[config.mk]
export PLATFORM = sky130hd
export DESIGN_NAME = mem_access_ctrl
export DESIGN_NICKNAME = d
export VERILOG_FILES = /design/src/rtl/mem_access_ctrl.sv
export SDC_FILE = /design/constraint.sdc
export NUM_CORES = 1
export LEC_CHECK = 0
export BUFFER_PORTS_ARGS = -buffer_cell sky130_fd_sc_hd__buf_4
export CAP_MARGIN = 20
export CORE_ASPECT_RATIO = 0.8
export CORE_MARGIN = 2
export CORE_UTILIZATION = 45
export DETAILED_ROUTE_END_ITERATION = 10
export PLACE_DENSITY = 0.79
export SLEW_MARGIN = 0
export SYNTH_ARGS = -nofsm -noshare
export SYNTH_HDL_FRONTEND = slang
export SYNTH_SLANG_ARGS = --single-unit
export TNS_END_PERCENT = 5
[constraint.sdc]
create_clock -name clck -period 2.5 [get_ports clck]
set_clock_uncertainty 0.1 [all_clocks]
set_input_delay 0.25 -clock clck [delete_from_list [all_inputs] [get_ports clck]]
set_output_delay 0.25 -clock clck [all_outputs]
set_load 0.02 [all_outputs]
[src/rtl/mem_access_ctrl.sv]
// mem_access_ctrl: sequencing stage in front of the 512x32 strobe-clocked RAM.
// Accepts one load/store at a time, drives the RAM strobes, address and write data, waits
// for ram_complete (bounded by TIMEOUT cycles), then returns a one-cycle done pulse.
// A one-cycle DONE state with both strobes low separates consecutive accesses.
//
// Ports:
//   clck, reset             clock, synchronous active-high reset
//   req, we, addr, wdata    request handshake, sampled only while idle
//   busy, done, rdata, err  status and result back to the datapath
//   ram_read, ram_write     RAM strobes (mutually exclusive, high only in ACCESS)
//   ram_addr, ram_data_in   registered address / write data to the RAM
//   ram_data_out            RAM read data
//   ram_complete            RAM completion flag
module mem_access_ctrl #(
    parameter int unsigned ADDR_W  = 9,
    parameter int unsigned DATA_W  = 32,
    parameter int unsigned TIMEOUT = 16
) (
    input  logic              clck,
    input  logic              reset,
    input  logic              req,
    input  logic              we,
    input  logic [ADDR_W-1:0] addr,
    input  logic [DATA_W-1:0] wdata,
    output logic              busy,
    output logic              done,
    output logic [DATA_W-1:0] rdata,
    output logic              err,
    output logic              ram_read,
    output logic              ram_write,
    output logic [ADDR_W-1:0] ram_addr,
    output logic [DATA_W-1:0] ram_data_in,
    input  logic [DATA_W-1:0] ram_data_out,
    input  logic              ram_complete
);

    typedef enum logic [1:0] {
        StIdle,
        StAccess,
        StDone
    } state_e;

    // Counter value on which a still-incomplete access gives up.
    localparam logic [7:0] LastCount = 8'(TIMEOUT - 1);

    state_e     state_q;
    logic [7:0] count_q;

    always_ff @(posedge clck) begin
        if (reset) begin
            state_q     <= StIdle;
            count_q     <= '0;
            busy        <= 1'b0;
            done        <= 1'b0;
            err         <= 1'b0;
            rdata       <= '0;
            ram_read    <= 1'b0;
            ram_write   <= 1'b0;
            ram_addr    <= '0;
            ram_data_in <= '0;
        end else begin
            case (state_q)
                StIdle: begin
                    if (req) begin
                        ram_addr    <= addr;
                        ram_data_in <= wdata;
                        ram_write   <= we;
                        ram_read    <= !we;
                        err         <= 1'b0;
                        count_q     <= '0;
                        busy        <= 1'b1;
                        state_q     <= StAccess;
                    end
                end
                StAccess: begin
                    // Completion takes priority over a coincident timeout.
                    if (ram_complete) begin
                        ram_read  <= 1'b0;
                        ram_write <= 1'b0;
                        if (ram_read) begin
                            rdata <= ram_data_out;
                        end
                        done    <= 1'b1;
                        state_q <= StDone;
                    end else if (count_q == LastCount) begin
                        ram_read  <= 1'b0;
                        ram_write <= 1'b0;
                        err       <= 1'b1;
                        done      <= 1'b1;
                        state_q   <= StDone;
                    end else begin
                        count_q <= count_q + 8'd1;
                    end
                end
                StDone: begin
                    // Strobes are already low here, giving the RAM its falling edge and gap.
                    done    <= 1'b0;
                    busy    <= 1'b0;
                    state_q <= StIdle;
                end
                default: begin
                    ram_read  <= 1'b0;
                    ram_write <= 1'b0;
                    done      <= 1'b0;
                    busy      <= 1'b0;
                    state_q   <= StIdle;
                end
            endcase
        end
    end

endmodule

==> impl_results.md <==
* Launching element type of the critical path: register
* Post-Route Setup TNS at 0 ps
* Chip height at around 79 microns
* Area of the die at between 0.007 and 0.008 sq mm
* Overall global routing resource usage at 20.72%
* Most used cell, CP: buf_4
* Stages on the worst setup path at 5
* Switching pwr at between 0.0007 and 0.0008 W
* Grt ovf at 0
* Total standard cell area after synthesis at 0.003179 sq mm
* Slew Limit Headroom at 64.13%
* Beginning of the critical path: state_q[1]
* Data arrival time of the worst path at a little under 2000 ps
* Final Max Tran Viols at 0
* Instance count of the mapped netlist at 393
* Clk buf depth at 2
* Switching part of the total power at a little over a quarter
* Number of global-route vias before repair at 2,791
* Net count, final at about 620
* Transition time of the tightest slew-check pin at 533.6 ps
* End point of the critical path: ram_data_in[19]
* Power per Cell Area at roughly 600 mW/mm^2
* Yosys top cell area share at between 50 and 60%
* Sequential cell area fraction in the yosys report at a little under three fifths
* Count of antenna diodes in the layout at 0
* Worst-Skew Late Latency at around 340 ps
* Final period utilization at a little over two thirds
* Clk pin slew, worst setup/hold paths at about 90 ps
* Largest voltage drop on the vdd net at approximately 0.00037 V
* Overall power consumption at 0.002746 W
* Dpl cell area at approximately 0.0044 sq mm
* Horizontal extent of the die at 97.98 microns
* Root Buffer: clkbuf_8
* Required time reported for the critical path endpoint at between 2000 and 3000 ps
* Setup repair bufs after CTS at 0
* Number of hold-slack violations in the final timing report at 0
* Layout cell share with drive strength beyond 1 at 33.52%
* Top flip-flop cell by instance count after synthesis: dfxtp_1
* P&R area growth vs syn at 43.60%
* Count of vias placed by the detailed router at 3,092
* H-tree Lvls at 3
* Ys async rst share at 0%
* Flop-to-flop setup slack at roughly 740 ps
* Clock period minus worst slack at roughly 1800 ps
* Post-layout instance area at 0.004566 sq mm
* TritonCTS buffer count at 9
* Via density at approximately 4.9
* Share of total power in combinational logic at about 15%
* Number of distinct library cell variants in the gate-level netlist after synthesis at 36
* Type of the worst setup path: register to register
* Run status: complete, no violations
* Reg2Reg Launch Point: state_q[1]
* Nets in the synthesized netlist at about 470
* Setup violations, final at 0
* Total clock sinks at between 80 and 90
* Starting DRT DRC Count at approximately 160
* FILL cells at between 500 and 600
* Hold buffers post-CTS at 0
* Final core occ at 66.58%
* Drt pass-1 iters at 4
* List of cells traversed by the critical path: nor3b_4 -> buf_4 -> buf_4 -> nand2_1 -> a21oi_1
* Post-synth EDFFs at 0
* Cell types with the largest area share after synthesis: dfxtp_1 55%, nand2_1 18%, a21oi_1 13%
* CP top delay family: buffers and inverters
* CTS tree: done
* Cell leakage power at 1.973 nW
* Number of remaining DRC errors at 0
* Seq pwr share at a little over half
* Wire length of the first global-routing pass at ~13 mm
* FF+latch count, synth at roughly 90
* Core Area at around 0.007 sq mm
* Half-perimeter wire length of the detailed placement result at about 6.0 mm
* Pin count of the biggest net entering global routing at between 40 and 50
* Initial antenna violation count at 0
* Count of buffers from port buffering at 155
* Routability congestion estimate at 0.7735
* Critical path endpoint category: register
* Worst Reg2Reg Path Length in Cells at 5
* Row count at 27
* Average wire length per cell after detail routing at 13.20 microns
* Final wirelength at just over 8 mm
* Max FO, Critical Path at 24
* Number of synthesis warnings at 0
* Highest clock frequency the design can meet at ~570 MHz
* RSZ-0062 raised after global routing: no
* Slowest cell on the critical path: nor3b_4
* Largest stage delay on the critical path at 410 ps
* Number of maximum-capacitance violations at 0
* Antenna viol nets, final at 0
* Mean area per synthesized cell at 8.090 sq um
* Total internal power at ~0.0020 W
* Capturing point of the worst reg2reg path: ram_data_in[19]
* Initial core utilization at between 40% and 50%
* Yosys top cell by area: dfxtp_1
* Part of the power in the clock network at between 30 and 40%
* Critical path buffers and inverters at 2
* I/O pin total at approximately 160
* Gates resized, CTS repair at 0
* Kind of path behind the tightest hold check: primary input to register
==> per-layer routing <==
| metal | share of wire, % | wire length [microns] | track usage, % |
|---|---|---|---|
| met2 | 49 | 4099 | 34.04 |
| met3 | 8.8 | 732 | 8.363 |
| met4 | 0.78 | 65 | 6.667 |
| met1 | 41 | 3415 | 24.97 |
| met5 | 0 | 0 | 0 |
==> cell usage after synthesis (all sizes together), types with 2 or more instances <==
cell,count
nor2b,2
nand2b,2
inv,3
and3,3
buf,8
a21oi,81
and2,2
o21ai,3
nor3b,2
clkbuf,18
nand3,4
a31oi,4
a22o,2
dfxtp,88
nand2,151
nor2,4
==> how the worst min path moves through the flow <==
stage	start	to	slack [ps]	depth (start not counted)
after floorplan	we	ram_write	260	2
after global placement	rdata[27]	rdata[27]	340	2
after detailed placement	ram_data_in[14]	ram_data_in[14]	350	2
after CTS	we	ram_write	7	3
after global routing	we	ram_write	8	3
final	we	ram_write	30	3
==> power by group through the flow <==
stage	logic, W	registers [W]	clock network (W)
2_1_floorplan	0.000135	0.00158	0
3_3_place_gp	0.000400	0.00152	0
3_5_place_dp	0.000408	0.00152	0
4_1_cts	0.000409	0.00149	0.000877
5_1_grt	0.000442	0.00150	0.000932
6_report	0.000406	0.00149	0.000849
==> state kept, by name (all words and copies together) (netlist names) <==
name         count
err              1
rdata           32
count_q          8
busy             1
ram_read         1
state_q          2
ram_write        1
ram_addr         9
done             1
ram_data_in     32
==> cell families after synthesis <==
logic type	after synthesis	share of synthesized area [%]
AND/OR/NAND/NOR	176	22.98
buffers and inverters	29	3.699
flip-flops	88	55.41
multiplexers	1	0.3542
AO/OA/AOI/OAI	97	16.88
adder cells (fa/ha/maj)	1	0.3935
XOR/XNOR	1	0.2755
==> cell type report <==
cell class / count / area [sq um] / share of cell area, %
flip-flops and latches: 88 / 1762 / 38.59
multi-input cells: 276 / 1306 / 28.61
repair buffers: 161 / 1209 / 26.47
clock buffers: 9 / 123.9 / 2.713
well taps: 87 / 108.9 / 2.384
clock inverters: 6 / 45.04 / 0.9866
inverters: 3 / 11.26 / 0.2466
==> cells in the final DEF (no fill, tap or decap), types with 3 or more instances in the layout <==
master and count:
inv_1 3, dfxtp_1 88, nand3_1 4, nand2_1 151, and3_1 3, a31oi_1 4, nor2_1 4, clkinvlp_4 3
clkbuf_8 9, buf_4 161, a21oi_1 80
==> worst reg2reg max path, stage by stage (launching register included) <==
cell and delay, ps:
dfxtp_1 400, nor3b_4 410, buf_4 280, buf_4 290
nand2_1 100, a21oi_1 130
==> per-stage QoR <==
step	instances	setup slack [ps]	hold WS [ps]
floorplan	393	790.8	264.6
global placement	615	733.8	342.3
detailed placement	615	725.1	348.0
CTS	630	745.3	6.646
global route	630	577.3	8.187
finish	630	736.8	26.77
Note: power is estimated with default switching activity, not from simulation.
